$ cat src/rtl/alu_pkg.sv
// Shared opcode encodings, sizes and FSM state type for the 8-bit ALU and its command sequencer.
package alu_pkg;

    localparam int DATA_W = 8;
    localparam int NREGS  = 4;
    localparam int ADDR_W = 2;

    localparam logic [3:0] OP_ADD   = 4'b0000;
    localparam logic [3:0] OP_SUB   = 4'b0001;
    localparam logic [3:0] OP_SHR   = 4'b0010;
    localparam logic [3:0] OP_SHL   = 4'b0011;
    localparam logic [3:0] OP_ROR   = 4'b0100;
    localparam logic [3:0] OP_ROL   = 4'b0101;
    localparam logic [3:0] OP_AND   = 4'b0110;
    localparam logic [3:0] OP_OR    = 4'b0111;
    localparam logic [3:0] OP_NOT   = 4'b1000;
    localparam logic [3:0] OP_XOR   = 4'b1001;
    localparam logic [3:0] OP_LOADI = 4'b1110;
    localparam logic [3:0] OP_READ  = 4'b1111;

    typedef enum logic [1:0] {
        IDLE  = 2'd0,
        ISSUE = 2'd1,
        WB    = 2'd2,
        RESP  = 2'd3
    } state_t;

    function automatic logic is_reserved(input logic [3:0] op);
        return (op >= 4'b1010) && (op <= 4'b1101);
    endfunction

    function automatic logic is_rotate(input logic [3:0] op);
        return (op == OP_ROR) || (op == OP_ROL);
    endfunction

    function automatic logic is_alu_op(input logic [3:0] op);
        return op <= OP_XOR;
    endfunction

endpackage

$ cat src/rtl/alu_regfile.sv
// 4x8 register file: two asynchronous read ports, one synchronous write port, async active-low clear.
module alu_regfile
    import alu_pkg::*;
(
    input  logic              clk,
    input  logic              rst_n,
    input  logic [ADDR_W-1:0] raddr1,
    output logic [DATA_W-1:0] rdata1,
    input  logic [ADDR_W-1:0] raddr2,
    output logic [DATA_W-1:0] rdata2,
    input  logic              we,
    input  logic [ADDR_W-1:0] waddr,
    input  logic [DATA_W-1:0] wdata
);

    logic [DATA_W-1:0] mem [NREGS];

    always_ff @(posedge clk or negedge rst_n) begin
        if (!rst_n) begin
            for (int i = 0; i < NREGS; i++) begin
                mem[i] <= '0;
            end
        end else if (we) begin
            mem[waddr] <= wdata;
        end
    end

    assign rdata1 = mem[raddr1];
    assign rdata2 = mem[raddr2];

endmodule

$ cat src/rtl/alu_cmd_sequencer.sv
// Command front end for the 8-bit ALU: reads operands from the register file, issues them to the
// ALU, writes the result back and returns it over a response handshake.
module alu_cmd_sequencer
    import alu_pkg::*;
(
    input  logic        clk,
    input  logic        rst_n,
    input  logic        cmd_valid,
    output logic        cmd_ready,
    input  logic [3:0]  cmd_op,
    input  logic [1:0]  cmd_rd,
    input  logic [1:0]  cmd_rs1,
    input  logic [1:0]  cmd_rs2,
    input  logic [7:0]  cmd_imm,
    output logic [7:0]  alu_a,
    output logic [7:0]  alu_b,
    output logic [3:0]  alu_instr,
    input  logic [7:0]  alu_f,
    output logic        rsp_valid,
    input  logic        rsp_ready,
    output logic [7:0]  rsp_data,
    output logic        rsp_err,
    output logic [1:0]  dbg_state
);

    // Handshakes: a transfer happens on a rising edge where valid && ready are both high.
    // A producer holding valid keeps its payload stable until that edge; ready never depends
    // combinationally on valid on either interface.

    state_t state_q, state_d;

    logic [3:0]        op_q;
    logic [1:0]        rd_q;
    logic [1:0]        rs1_q;
    logic [7:0]        imm_q;

    logic              accept;
    logic              wb_en;
    logic [7:0]        wb_data;
    logic [7:0]        rsp_data_d;
    logic [1:0]        raddr1;
    logic [7:0]        rdata1;
    logic [7:0]        rdata2;

    // Port 1 serves the operand read at accept and the READ result in WB.
    assign raddr1 = (state_q == IDLE) ? cmd_rs1 : rs1_q;

    alu_regfile u_regfile (
        .clk    (clk),
        .rst_n  (rst_n),
        .raddr1 (raddr1),
        .rdata1 (rdata1),
        .raddr2 (cmd_rs2),
        .rdata2 (rdata2),
        .we     (wb_en),
        .waddr  (rd_q),
        .wdata  (wb_data)
    );

    always_ff @(posedge clk or negedge rst_n) begin
        if (!rst_n) begin
            state_q <= IDLE;
        end else begin
            state_q <= state_d;
        end
    end

    always_comb begin
        state_d    = state_q;
        cmd_ready  = 1'b0;
        accept     = 1'b0;
        wb_en      = 1'b0;
        wb_data    = '0;
        rsp_data_d = '0;
        case (state_q)
            IDLE: begin
                cmd_ready = 1'b1;
                if (cmd_valid) begin
                    accept  = 1'b1;
                    state_d = ISSUE;
                end
            end
            ISSUE: begin
                state_d = WB;
            end
            WB: begin
                state_d = RESP;
                if (is_alu_op(op_q)) begin
                    wb_en      = 1'b1;
                    wb_data    = alu_f;
                    rsp_data_d = alu_f;
                end else if (op_q == OP_LOADI) begin
                    wb_en      = 1'b1;
                    wb_data    = imm_q;
                    rsp_data_d = imm_q;
                end else if (op_q == OP_READ) begin
                    rsp_data_d = rdata1;
                end
            end
            RESP: begin
                if (rsp_ready) begin
                    state_d = IDLE;
                end
            end
            default: state_d = IDLE;
        endcase
    end

    always_ff @(posedge clk or negedge rst_n) begin
        if (!rst_n) begin
            op_q  <= '0;
            rd_q  <= '0;
            rs1_q <= '0;
            imm_q <= '0;
        end else if (accept) begin
            op_q  <= cmd_op;
            rd_q  <= cmd_rd;
            rs1_q <= cmd_rs1;
            imm_q <= cmd_imm;
        end
    end

    // ALU inputs move only for ALU ops; LOADI, READ and reserved commands leave them untouched.
    always_ff @(posedge clk or negedge rst_n) begin
        if (!rst_n) begin
            alu_a     <= '0;
            alu_b     <= '0;
            alu_instr <= '0;
        end else if (accept && is_alu_op(cmd_op)) begin
            alu_a     <= rdata1;
            alu_b     <= is_rotate(cmd_op) ? (rdata2 & 8'h07) : rdata2;
            alu_instr <= cmd_op;
        end
    end

    always_ff @(posedge clk or negedge rst_n) begin
        if (!rst_n) begin
            rsp_valid <= 1'b0;
            rsp_data  <= '0;
            rsp_err   <= 1'b0;
        end else if (state_q == WB) begin
            rsp_valid <= 1'b1;
            rsp_data  <= rsp_data_d;
            rsp_err   <= is_reserved(op_q);
        end else if (state_q == RESP && rsp_ready) begin
            rsp_valid <= 1'b0;
        end
    end

    assign dbg_state = state_q;

endmodule

$ cat config.mk
export PLATFORM = sky130hd
export DESIGN_NAME = alu_cmd_sequencer
export DESIGN_NICKNAME = d
export VERILOG_FILES = /design/src/rtl/alu_pkg.sv /design/src/rtl/alu_regfile.sv /design/src/rtl/alu_cmd_sequencer.sv
export SDC_FILE = /design/constraint.sdc
export NUM_CORES = 1
export LEC_CHECK = 0
export CORE_MARGIN = 5
export CORE_UTILIZATION = 31
export CTS_CLUSTER_SIZE = 16
export DETAILED_ROUTE_END_ITERATION = 12
export PLACE_DENSITY = 0.56
export SETUP_SLACK_MARGIN = 0.4
export SLEW_MARGIN = 5
export SYNTH_ARGS = -nofsm -noshare
export SYNTH_HDL_FRONTEND = slang
export SYNTH_SLANG_ARGS = --single-unit
$ cat constraint.sdc
create_clock -name clk -period 2.75 [get_ports clk]
set_clock_uncertainty 0.2 [all_clocks]
set_input_delay 0.825 -clock clk [delete_from_list [all_inputs] [get_ports clk]]
set_output_delay 0.825 -clock clk [all_outputs]
set_load 0.01 [all_outputs]
==> results of run 1 <==
-- worst reg2reg max path: cells and delay by family, from the launching register on --
kind / cells / cell delay, ps
AOI/OAI and AO/OA: 1 / 90
adders and majority gates: 1 / 190
buffers and inverters: 3 / 480
DFF: 1 / 410
muxes: 2 / 550
and+or+nand+nor: 1 / 150
-- placed cells by master, fill, tap and decap left out, types with 8 or more instances in the layout --
cell             instances
clkbuf_16                9
o21ai_2                  8
mux2i_1                 16
a22oi_1                  8
o2111ai_1               12
a21oi_1                 28
mux2_2                  20
nor2_1                  33
clkdlybuf4s50_1         58
o221ai_1                 8
dfrtp_1                 80
nand2_1                 34
mux4_2                   8
buf_4                   24
-- logic make-up (layout without fill, tap and decap cells) --
group	after synthesis	count (layout)	synth area share (%)
and+or+nand+nor	90	90	10.9
DFF	80	80	53.9
AOI/OAI and AO/OA	79	79	14.8
muxes	46	46	16.1
buffers and inverters	18	112	3.10
adders and majority gates	3	3	1.01
xor gates and xnor gates	1	1	0.236
-- area by class of cell --
| cell class | count | area (sq um) |
|---|---|---|
| Fill cell | 1133 | 6850 |
| Sequential cell | 80 | 2000 |
| Multi-Input combinational cell | 219 | 1610 |
| Timing Repair Buffer | 92 | 913 |
| Clock buffer | 10 | 229 |
| Tap cell | 147 | 184 |
| Clock inverter | 6 | 60.1 |
| Inverter | 4 | 15.0 |
-- metal layers --
layer	global-route usage (%)	routed length, microns	vias up	share of wire (%)
met4	6.59	224	0	2.3
met3	3.13	370	21	3.8
li1	-	-	1349	-
met5	0	0	-	0
met2	23.7	4740	61	49
met1	17.6	4320	1381	45
-- timing repair --
| item | CTS | global route |
|---|---|---|
| gates cloned | 0 | 0 |
| resized for setup | 1 | 8 |
| setup endpoints to repair | 1 | 35 |
-- path summary, 6_finish.rpt --
check                                     to  slack [ps]  cells past startpoint
min in group clk                   rsp_valid         290                      2
worst min-delay path             rsp_data[5]         270                      1
worst min register to register     rsp_valid         290                      2
max in group asynchronous           alu_a[3]        1490                      2
worst max register to register   rsp_data[0]         550                      8
worst max-delay path            dbg_state[0]         440                      1
-- metrics by stage --
| stage | util (%) | std cells | power [mW] | cell area, sq um | worst slack (ps) |
|---|---|---|---|---|---|
| 2_1_floorplan | - | 317 | 3.65 | 3710 | 505 |
| 3_3_place_gp | 39.6 | 542 | 4.67 | 4700 | 188 |
| 3_5_place_dp | 39.6 | 542 | 4.73 | 4700 | 154 |
| 4_1_cts | 42.1 | 558 | 5.91 | 4990 | 408 |
| 5_1_grt | 42.2 | 558 | 6.28 | 5010 | 400 |
| 6_report | 42.2 | 558 | 5.87 | 5010 | 438 |
-- state kept, by name, indices dropped and copies added, names as in the netlist, 2 cells and up --
signal         flops
alu_a              8
alu_b              8
alu_instr          4
dbg_state          2
imm_q              8
op_q               4
rd_q               2
rs1_q              2
rsp_data           8
u_regfile.mem     32
-- where the power goes --
part	switching (mW)	total, mW	internal (mW)	leakage [nW]
clock	0.465	1.16	0.698	0.138
sequential	0.443	2.21	1.76	0.948
combinational	1.16	2.50	1.34	1.03
total	2.07	5.87	3.80	2.12
==> impl_metrics.toml, run 1 <==
[worst_setup_path]
crit_path_start = "dbg_state[0]"
crit_family = "buffers and inverters"
crit_buf_inv = 1
critical_path_required_ps = 1730
slowest_stage = "clkdlybuf4s50_1"
cp-start-kind = "flip-flop"
max_stage_delay_ps = 560
path_cells = "clkdlybuf4s50_1"
path_class = "reg2out"
cp-end-kind = "output port"
arrival_ps = 1290
r2r-start = "dbg_state[0]"
critPathMaxFanout = 4

[run_status]
outcome = "finished, final reports clean"

[sta]
post-route-period-util_pct = 84.1
min_period_ps = 2310
hold_violations = 0
setup_viol = 0
rsz0062_at_grt = "false"
tightest_slew_ps = 519
slew_headroom_pct = 65.4
final_max_slew_viol_count = 0
whs_ps = 265
finalSetupTns_ps = 0
fmax_ghz = 0.433

[logic_synthesis]
synthTopCellsByCount = "dfrtp_1 (80), nand2_1 (34), nor2_1 (33), a21oi_1 (28), mux2_2 (20)"
yosysMostFrequentCell = "dfrtp_1"
synth_nets = 350
synth_top_cell_by_area = "dfrtp_1"
syn_area_per_cell_sq_um = 11.7
synthFlopType = "dfrtp_1"
yosys_warnings = 0
synthCells = 317
synthArstFlopShare_pct = 100
seq_area_frac_synth_pct = 53.9
synth_top_cells_by_area = "dfrtp_1 (54%), mux2_2 (6.1%), mux4_2 (4.9%)"
synth-edff-count = 0
syn_area_sq_um = 3710
ys_ff_latch = 80
yosysUniqueCellTypes = 40
netlist.area_leader.share_pct = 53.9

[global_routing]
grtUsageTotal_pct = 14.2
grt_pass1_wl_mm = 15.8
grt_max_degree = 44
antenna_found_initial = 0
grt_pass1_vias = 2921
grt-ovfl-total = 0

[clock_tree]
cts-root-buf = "clkbuf_16"
clkTransAtPathRegs_ps = 60
hold_buffers = 0
cts_buffers = 9
post_cts_buffers = 0
worstSkewPairLatency_ps = 330
cts_tree = "done"
h-tree-depth = 3
cts_sinks = 80
cts_buffer_depth = 2

[floorplanning]
die_y_microns = 119
initial_core_util_pct = 31.3
die_w_microns = 119
rows = 40
ios = 63
core-area_sq_um = 11900
dieArea_sq_um = 14300

[detailed_routing]
drc_errors = 0
via_per_inst = 5.04
initialDrtViolationCount = 95
wire_per_inst_microns = 17.3
drt_pre_antenna_iters = 4
routed_wl_mm = 9.65
drtAntennaViolNets = 0
via_count = 2812

[finish]
antenna_cells = 0
nNetsFinal = 439
syn_to_final_growth_pct = 34.9
drive_gt1_share_pct = 22.1

[power]
vdd_drop_max_mv = 0.348
power_leakage_nw = 2.12
power_density_nw_per_um2 = 1170

[flow_run]
cap_violations = 0

[worst_hold_path]
min_path_type = "in2async"

[place]
place.gp.congestion = 0.793
place_hpwl_mm = 7.02
io_buffers = 62
(Power assumes the default switching activity.)
==> run 2, diff against run 1 <==
Settings changed: PLACE_DENSITY 0.56 to 0.58.
Clock period 2.75 ns to 2.1 ns, I/O delays scaled along.
==> run 2 against run 1 <==
  * Register-to-register slack lost 470 ps
  * Total power increased by 59%
  * Via count rose by 12%
  * Clock power rose by 34%
  * Routed wire length increased by 18%
  * Core utilization grew 7.9 points
  * Global-route usage grew 1.6 points
  * Critical path type is now in2reg
==> impl_metrics.toml, run 2 (synthesis gave the netlist of run 1 again) <==
[run_status]
outcome = "finished, final reports clean"

[clock_tree]
h-tree-depth = 3
cts_sinks = 80
cts-root-buf = "clkbuf_16"
clkTransAtPathRegs_ps = 60
cts_tree = "done"
cts_buffers = 9
worstSkewPairLatency_ps = 340
cts_buffer_depth = 2

[sta]
finalSetupTns_ps = 0
hold_violations = 0
slew_headroom_pct = 73.6
fin_ws_ps = 69.4
rsz0062_at_grt = "true"
fmax_ghz = 0.492
setup_viol = 0
final_max_slew_viol_count = 0
min_period_ps = 2030
whs_ps = 10.5
post-route-period-util_pct = 96.7
tightest_slew_ps = 396

[global_routing]
grt_pass1_vias = 3286
antenna_found_initial = 0
grt-ovfl-total = 0
grt_pass1_wl_mm = 17.5
grt_max_degree = 32
grtUsageTotal_pct = 15.8

[worst_setup_path]
critPathMaxFanout = 16
cp-end-kind = "flip-flop"
arrival_ps = 2030
cp-start-kind = "input pin"
path_class = "in2reg"
critical_path_required_ps = 2100

[finish]
top_register = "u_regfile.mem"
antenna_cells = 0
syn_to_final_growth_pct = 60.2
finish.utilization_pct = 50.1
largest_reg_flops = 32
fillCellCount = 1021
final_cell_mix = "dfrtp_1 (79), buf_4 (56), nor2_1 (31)"
nNetsFinal = 501
drive_gt1_share_pct = 52.9
layout_commonest_cell = "dfrtp_1"

[detailed_routing]
wire_per_inst_microns = 18.3
drc_errors = 0
drtAntennaViolNets = 0
drt_pre_antenna_iters = 4
initialDrtViolationCount = 232
via_per_inst = 5.09
routed_wl_mm = 11.3
via_count = 3155

[power]
power_density_nw_per_um2 = 1570
vdd_drop_max_mv = 0.629
power_leakage_nw = 2.56

[flow_run]
cap_violations = 0

[floorplanning]
core-area_sq_um = 11900
die_w_microns = 119
rows = 40
ios = 63
dieArea_sq_um = 14300
initial_core_util_pct = 31.3
die_y_microns = 119

[place]
dp_slack_ps = -294
place.gp.congestion = 0.742
io_buffers = 62
place_hpwl_mm = 7.08

[worst_hold_path]
min_path_type = "in2async"
[run 2: changes by cell type in the layout (fill, tap and decap cells not counted), moves of 9 or more]
cell,before,now
buf_4,24,56
mux2i_1,16,7
buf_2,0,28
a21oi_2,0,18
clkdlybuf4s50_1,58,22
a21oi_1,28,10
buf_6,2,25
[run 2: cell type report]
cell class	count	area (sq um)	share of cell area [%]
Clock buffer	11	233	3.91
Clock inverter	5	57.6	0.968
Inverter	4	17.5	0.295
Multi-Input combinational cell	219	1960	33.0
Sequential cell	80	2000	33.7
Tap cell	147	184	3.09
Timing Repair Buffer	154	1490	25.1
[run 2: repair_timing]
action / in CTS / in global routing
hold buffers: 0 / 0
gates cloned: 4 / 1
gates resized for setup: 206 / 47
endpoints found under the hold margin: 0 / 0
setup buffers: 29 / 16
pin swaps: 18 / 16
setup endpoints to repair: 109 / 105
[run 2: power breakdown]
group	internal, mW	switching, mW
logic	2.73	2.11
registers	2.31	0.627
clock network	0.919	0.631
[run 2: worst paths after layout]
kind / start / end / slack [ps] / cells after the start
min in group clk: rsp_err / rsp_err / 290 / 1
max in group asynchronous: rst_n / op_q[0] / 1170 / 2
min reg2reg: rsp_err / rsp_err / 290 / 1
min: rst_n / alu_a[6] / 10 / 1
max: cmd_rs1[1] / rsp_data[5] / 70 / 6
max reg2reg: dbg_state[0] / rsp_data[5] / 80 / 7
[run 2: per-layer routing]
metal	wire length, microns	part of all wire, %	vias up	GRT usage (%)
li1	-	-	1481	-
met1	5090	45	1591	20.6
met2	5630	50	64	25.7
met3	383	3.4	19	2.61
met4	242	2.1	0	7.52
met5	0	0	-	0
[run 2: worst max-delay path: stages]
cell	delay, ps
clkdlybuf4s50_1	470
mux2i_4	190
buf_12	190
mux2i_2	290
or2_0	160
o2111ai_2	90
[run 2: per-stage QoR]
step	instance area (sq um)	instances	power, mW
final	5950	620	9.32
after detailed placement	4870	554	6.50
after floorplan	3780	317	4.87
after CTS	5600	603	8.67
after global routing	5950	620	9.87
after global placement	4870	554	6.41
==> run 3, diff against run 2 <==
Settings changed: GPL_ROUTABILITY_DRIVEN from default to 0, GPL_TIMING_DRIVEN from default to 0.
==> run 3 against run 2 <==
  * Combinational power grew 4.6%
  * Die area is the same
  * Register-to-register slack lost 60 ps
  * First-iteration DRC count shrank 21%
  * Critical path depth shrank 1
  * Count of clock-buffer cells in the layout grew 1
  * Global-route usage grew 0.30 points
  * Maximum frequency shrank 2.8%
  * Total power grew 3.4%
  * Sequential cell count is the same
  * Final cell count grew 0.32%
==> impl_metrics.toml, run 3 (synthesis gave the netlist of run 1 again) <==
[flow_run]
cap_violations = 0

[detailed_routing]
drt_pre_antenna_iters = 4
drc_errors = 0
drtAntennaViolNets = 0
routed_wl_mm = 11.7
wire_per_inst_microns = 18.8
initialDrtViolationCount = 183
via_per_inst = 5.15
via_count = 3201

[finish]
instances_no_fill = 622
largest_reg_flops = 32
fillCellCount = 1019
register_area_sq_um = 2000
final_cell_area_sq_um = 5980
final_cell_mix = "dfrtp_1 (78), buf_4 (60), nand2_1 (32)"
drive_gt1_share_pct = 52.4
nNetsFinal = 504
syn_to_final_growth_pct = 61.0
multi_input_area_sq_um = 2050
layout_commonest_cell = "dfrtp_1"
finish.utilization_pct = 50.4
antenna_cells = 0
top_register = "u_regfile.mem"

[floorplanning]
initial_core_util_pct = 31.3
die_w_microns = 119
core-area_sq_um = 11900
die_y_microns = 119
rows = 40
ios = 63
dieArea_sq_um = 14300

[clock_tree]
cts_tree = "done"
clkTransAtPathRegs_ps = 60
cts_sinks = 80
cts_buffer_depth = 2
h-tree-depth = 3
cts-root-buf = "clkbuf_16"
cts_buffers = 9
worstSkewPairLatency_ps = 330

[power]
vdd_drop_max_mv = 0.650
power_mw = 9.64
power_density_nw_per_um2 = 1610
power_leakage_nw = 2.61

[sta]
hold_violations = 0
fmax_ghz = 0.479
min_period_ps = 2090
post-route-period-util_pct = 99.5
final_max_slew_viol_count = 0
rsz0062_at_grt = "true"
slew_headroom_pct = 71.0
tightest_slew_ps = 434
setup_viol = 0
finalSetupTns_ps = 0

[worst_setup_path]
slowest_stage = "dfrtp_1"
arrival_ps = 1260
cp-end-kind = "output port"
crit_top_cell = "buf_6"
path_cells = "inv_2 -> ha_4 -> buf_4 -> buf_6 -> buf_6"
cp-start-kind = "flip-flop"
max_stage_delay_ps = 370
critPathMaxFanout = 2
path_class = "reg2out"
critical_path_required_ps = 1270

[place]
place_hpwl_mm = 7.06
place_area_sq_um = 4590
io_buffers = 60
dp_cells = 525

[run_status]
outcome = "finished, final reports clean"

[global_routing]
antenna_found_initial = 0
grt_max_degree = 60
grt-ovfl-total = 0
grt_pass1_vias = 3298
grt_pass1_wl_mm = 17.8
grtUsageTotal_pct = 16.1

[worst_hold_path]
min_path_type = "reg2reg"
## run 3: where the power goes
group          internal, mW  total [mW]  switching (mW)  leakage [nW]
combinational          2.85        5.05            2.20          1.51
clock                  1.01        1.61           0.600         0.154
sequential             2.31        2.98           0.670         0.946
total                  6.17        9.64            3.47          2.61
## run 3: layer usage
layer | track usage (%) | wire [microns] | up-vias | share of wire, %
met3 | 2.90 | 682 | 20 | 5.8
met2 | 25.7 | 5710 | 111 | 49
li1 | - | - | 1483 | -
met5 | 0 | 0 | - | 0
met4 | 7.80 | 294 | 0 | 2.5
met1 | 21.1 | 5000 | 1587 | 43
## run 3: final cells by class
type                            count  share of cell area (%)
Timing Repair Buffer              143                    20.6
Multi-Input combinational cell    219                    34.4
Inverter                            4                   0.251
Tap cell                          147                    3.08
Buffer                             14                    3.06
Sequential cell                    80                    33.5
Clock buffer                       12                    4.46
Clock inverter                      3                   0.670
## run 3: worst paths after layout
path | slack [ps] | endpoint | depth (start not counted) | start
worst max-delay path | 10 | cmd_ready | 5 | dbg_state[0]
worst max register to register | 20 | rsp_data[0] | 8 | dbg_state[0]
worst min register to register | 290 | rsp_err | 1 | rsp_err
min in group asynchronous | 540 | u_regfile.mem[31] | 2 | rst_n
worst min-delay path | 290 | rsp_err | 1 | rsp_err
max in group asynchronous | 540 | op_q[1] | 3 | rst_n
## run 3: what timing repair did
action	4_1_cts	5_1_grt
setup endpoints to repair	113	87
resized for setup	203	81
hold buffers	1	0
pin swaps	18	6
setup buffers	49	28
gates cloned	3	1
endpoints found under the hold margin	14	0
## run 3: critical path: cells and delay by family (launching register included)
| family | cells | cell delay, ps |
|---|---|---|
| flip-flops | 1 | 370 |
| buffers and inverters | 4 | 410 |
| adder cells (fa/ha/maj) | 1 | 160 |
## run 3: per-stage QoR
step | hold slack [ps] | worst slack, ps
3_3_place_gp | 269 | -2730
5_1_grt | 313 | -53.5
2_1_floorplan | 134 | -49.4
4_1_cts | 288 | 14.5
6_report | 291 | 10.8
3_5_place_dp | 279 | -582
==> variant 1, RTL diff (settings of run 3) <==
`NREGS`: 4 -> 2.
--- a/src/rtl/alu_pkg.sv
+++ b/src/rtl/alu_pkg.sv
@@ -2,7 +2,7 @@
 package alu_pkg;
 
     localparam int DATA_W = 8;
-    localparam int NREGS  = 4;
+    localparam int NREGS  = 2;
     localparam int ADDR_W = 2;
 
     localparam logic [3:0] OP_ADD   = 4'b0000;
Formal check against the unedited RTL: not equivalent (a bounded check fails within 4 cycles, from zero or initial values and one cycle with rst_n low).
==> variant 1 against run 3 <==
- sequential cell count is 17 lower
- critical endpoint is now rs1_q[0]
- core utilization increased by 0.55 points
- combinational power decreased by 18%
- worst setup slack improved by 87 ps
- via count fell by 29%
- design area shrank 22%
- area after synthesis decreased by 21%
- routed wire length is 24% lower
- global-route usage decreased by 0.41 points
- total power is 23% lower
==> variant 1: results (changes against run 3) <==
Layout
  • Non-clk bufs: 113 (-28%)
  • Register area: 1578 µm² (-21%)
  • Clk tree area frac: 0.03980 (-0.01149)
  • # clk buffers: 15 (+3)
  • Layout cells sized above 1: 0.4870 (-0.03725)
  • Fraction of area in multi-input gates: 0.3403 (-0.003243)
  • Invs w/o clock: 12 (+8)

Global route
  • Total track usage: 0.1569 (-0.004104)
  • First-pass GRT wire length: 13520 µm (-24%)
  • Vias in the first global route: 2457 (-26%)

Route
  • Routed length on met3: 523 µm (-23%)
  • Via count: 2288 (-29%)
  • Routed WL: 8861 µm (-24%)
  • Metal-1 WL: 3953 µm (-21%)

Clock network
  • Resized Gates After CTS: 211 (+3.9%)

Logic synthesis
  • Compound-Gate Fraction of Synth Area: 0.1046 (-0.04304)
  • Most frequent cells after synthesis: dfrtp_1 (63), mux2_2 (44), mux2i_1 (21)
  • Area contributors post-synth: dfrtp_1 (54%), mux2_2 (17%), mux2i_1 (7.2%)
  • Synth Area in Adders: 0.01286 (+0.002748)
  • Multiplexer area fraction after synthesis: 0.2465 (+0.08536)
  • Sequential share of the synthesized area: 0.5401 (+0.0008119)

Status
  • Status: finished clean

Power
  • P_sw: 0.002577 W (-26%)
  • Peak VDD IR: 0.5260 mV (-19%)

Setup path
  • Slowest stage delay, CP: 400 ps (+30 ps)
## variant 1: changes by cell type in the layout (fill, tap and decap cells not counted), sizes merged, moves of 10 or more
cell / run 3 / this run
buf: 124 / 79
a21oi: 28 / 1
nor2: 33 / 8
mux2: 20 / 44
nand2: 34 / 14
dfrtp: 80 / 63
o21ai: 15 / 2
o2111ai: 12 / 0
a22o: 0 / 10
## variant 1: final timing paths
kind                            cells after the start  slack (ps)           endpoint
worst min-delay path                                1         170           alu_b[6]
worst max register to register                      9         100           rs1_q[0]
max in group asynchronous                           1         960  u_regfile.mem[15]
min in group clk                                    1         300            rsp_err
worst min register to register                      1         300            rsp_err
worst max-delay path                                9         100           rs1_q[0]
## variant 1: power groups by stage
stage	Combinational, W	Sequential [W]	Clock (W)
finish	0.00412	0.00227	0.00102
global placement	0.00280	0.00218	0
CTS	0.00372	0.00224	0.00103
floorplan	0.00168	0.00222	0
global route	0.00436	0.00235	0.00108
detailed placement	0.00284	0.00219	0
==> variant 2, RTL diff (settings of run 3) <==
Without the edit above. Make the reset (`rst_n`) synchronous in 5 clocked blocks. Comments in the files are not updated.
--- a/src/rtl/alu_regfile.sv
+++ b/src/rtl/alu_regfile.sv
@@ -15,7 +15,7 @@
 
     logic [DATA_W-1:0] mem [NREGS];
 
-    always_ff @(posedge clk or negedge rst_n) begin
+    always_ff @(posedge clk) begin
         if (!rst_n) begin
             for (int i = 0; i < NREGS; i++) begin
                 mem[i] <= '0;
--- a/src/rtl/alu_cmd_sequencer.sv
+++ b/src/rtl/alu_cmd_sequencer.sv
@@ -57,7 +57,7 @@
         .wdata  (wb_data)
     );
 
-    always_ff @(posedge clk or negedge rst_n) begin
+    always_ff @(posedge clk) begin
         if (!rst_n) begin
             state_q <= IDLE;
         end else begin
@@ -106,7 +106,7 @@
         endcase
     end
 
-    always_ff @(posedge clk or negedge rst_n) begin
+    always_ff @(posedge clk) begin
         if (!rst_n) begin
             op_q  <= '0;
             rd_q  <= '0;
@@ -121,7 +121,7 @@
     end
 
     // ALU inputs move only for ALU ops; LOADI, READ and reserved commands leave them untouched.
-    always_ff @(posedge clk or negedge rst_n) begin
+    always_ff @(posedge clk) begin
         if (!rst_n) begin
             alu_a     <= '0;
             alu_b     <= '0;
@@ -133,7 +133,7 @@
         end
     end
 
-    always_ff @(posedge clk or negedge rst_n) begin
+    always_ff @(posedge clk) begin
         if (!rst_n) begin
             rsp_valid <= 1'b0;
             rsp_data  <= '0;
Formal check against the unedited RTL: differs if rst_n is asserted again (counterexample within 4 cycles, from zero or initial values and one cycle with rst_n low); with rst_n held inactive, the same outputs for 10 cycles.
==> variant 2 against run 3 <==
- worst setup slack got worse by 3.5 ps
- total power fell by 29%
- sequential cell count did not move
- routed wire length rose by 11%
- combinational power fell by 38%
- via count rose by 9.8%
- design area fell by 0.69%
- area after synthesis rose by 4.1%
- sequential share of layout area fell by 0.82 points
- count of clock-buffer cells in the layout fell by 2
- largest power group unchanged
- highest routed layer unchanged
==> variant 2: results (changes against run 3) <==
Placement
  • Placed cell area: 4831 µm² (+5.3%)
  • DP Worst Slack: -590.3 ps (-8.564 ps)
  • Detail Placement HPWL: 8878 µm (+26%)
  • PortBufs: 60 (unchanged)

Route
  • DRT iter0 DRCs: 367 (+100%)
  • Routed WL: 12930 µm (+11%)
  • Metal-1 WL: 5301 µm (+6.1%)
  • Metal2 WL: 6212 µm (+8.8%)
  • Vias per inst: 5.448 (+5.9%)
  • Uppermost layer routed: met4
  • DR pass1 iterations: 5 (+1)
  • Routed length on met3: 1109 µm (+63%)

Layout
  • Reg with most FFs: u_regfile.mem
  • Nets@finish: 506 (+0.40%)
  • Number of diodes: 0 (unchanged)
  • Max reg flops: 32 (unchanged)
  • Layout cells sized above 1: 0.4717 (-0.05251)

Global route
  • Total track usage: 0.1740 (+0.01295)
  • First-pass GRT wire length: 19550 µm (+10%)
  • Vias in the first global route: 3490 (+5.8%)
  • Initial antenna violation count: 0 (unchanged)
  • Pin count of the biggest net entering global routing: 15 (-75%)
  • GRT met3 Usage: 0.04550 (+0.01653)
  • M1 GR Usage: 0.2247 (+0.01360)
  • Grt met2 use: 0.2791 (+0.02195)

Clock network
  • Hold_buf cts: 0 (-1)
  • Skew-Pair Late Insertion Delay: 340 ps
  • Root buf cell: clkbuf_16
  • Clk buf depth: 2 (unchanged)
  • Clock buffer count from CTS: 9 (unchanged)
  • CTS H-tree depth: 3 (unchanged)
  • Worst-path clk slew: 60 ps (about the same)

Logic synthesis
  • Syn nets: 405 (+16%)
  • Sequential share of the synthesized area: 0.4974 (-0.04186)
  • Ys async rst share: 0 (-1.000)
  • Dominant synthesized flop cell: dfxtp_1
  • Yosys cell types: 39 (-2.5%)
  • YS warnings: 0 (unchanged)
  • Area leader, netlist: dfxtp_1
  • Most frequent cells after synthesis: nand2_1 (56), dfxtp_1 (48), a21oi_1 (39)
  • Post-synth EDFFs: 32 (+32)
  • Area contributors post-synth: dfxtp_1 (25%), edfxtp_1 (25%), mux4_2 (9.3%)

Setup path
  • Slowest stage cell on the critical path: mux4_2
  • Startpoint types: flop
  • Cell family with most CP delay: multiplexers
  • Worst EP arrival: 2110 ps (+850 ps)
  • Worst reg2reg startpoint: dbg_state[0]
  • Crit path max fanout: 5 (+3)
  • Slowest stage delay, CP: 450 ps (+80 ps)

Hold path
  • Min-delay worst type: reg -> reg
  • Hold Startpoint: rsp_err

Power
  • Lkg Pwr: 2.298 nW (-12%)
  • Peak VDD IR: 0.4303 mV (-34%)

Timing
  • Tightest Pin Transition: 602.5 ps (+168.1 ps)

Status
  • Status: finished clean
==> variant 2: repair_timing <==
item | CTS | global route
endpoints found under the setup margin | 145 | 114
buffers inserted | 21 | 5
resized for setup | 262 | 51
gates cloned | 4 | 0
pin swaps | 30 | 12
==> variant 2: power by group <==
group	total, W	leakage [nW]	internal (W)	switching, W
combinational	0.00314	1.43	0.00164	0.00150
sequential	0.00214	0.729	0.00190	0.000233
clock	0.00160	0.141	0.000956	0.000649
total	0.00688	2.30	0.00450	0.00238
==> variant 2: cell families after synthesis <==
group	Yosys count	share of synthesized area
AOI/OAI and AO/OA	111	0.1839
xor gates and xnor gates	1	0.002267
adders and majority gates	4	0.01295
buffers and inverters	32	0.03659
DFF	80	0.4974
muxes	34	0.1412
and+or+nand+nor	109	0.1256
==> variant 2: worst reg2reg max path, stage by stage, from the launching register on <==
cell and delay, ps:
dfxtp_2 350, inv_4 50, ha_4 170, mux2_4 330, buf_12 140, buf_16 130
mux4_2 450, o2bb2ai_2 140
==> variant 2: through the flow <==
stage	instances	setup TNS [ps]
2_1_floorplan	371	0
3_3_place_gp	599	-40170
3_5_place_dp	599	-40840
4_1_cts	640	0
5_1_grt	645	-212.2
6_report	645	0
==> variant 2: layout make-up <==
| type | count | area [µm²] |
|---|---|---|
| fill | 1085 | 6176 |
| multi-input combinational | 259 | 2351 |
| sequential | 80 | 1942 |
| timing repair buffer | 90 | 814.5 |
| buffer | 26 | 280.3 |
| clock buffer | 10 | 239.0 |
| tap | 168 | 210.2 |
| clock inverter | 6 | 67.56 |
| inverter | 6 | 31.28 |
==> variant 2: final timing paths <==
kind	cells after the start	endpoint	slack, ps
worst min register to register	2	rsp_err	260
worst max register to register	7	rsp_data[2]	7
worst max-delay path	7	rsp_data[2]	7
worst min-delay path	2	rsp_err	260
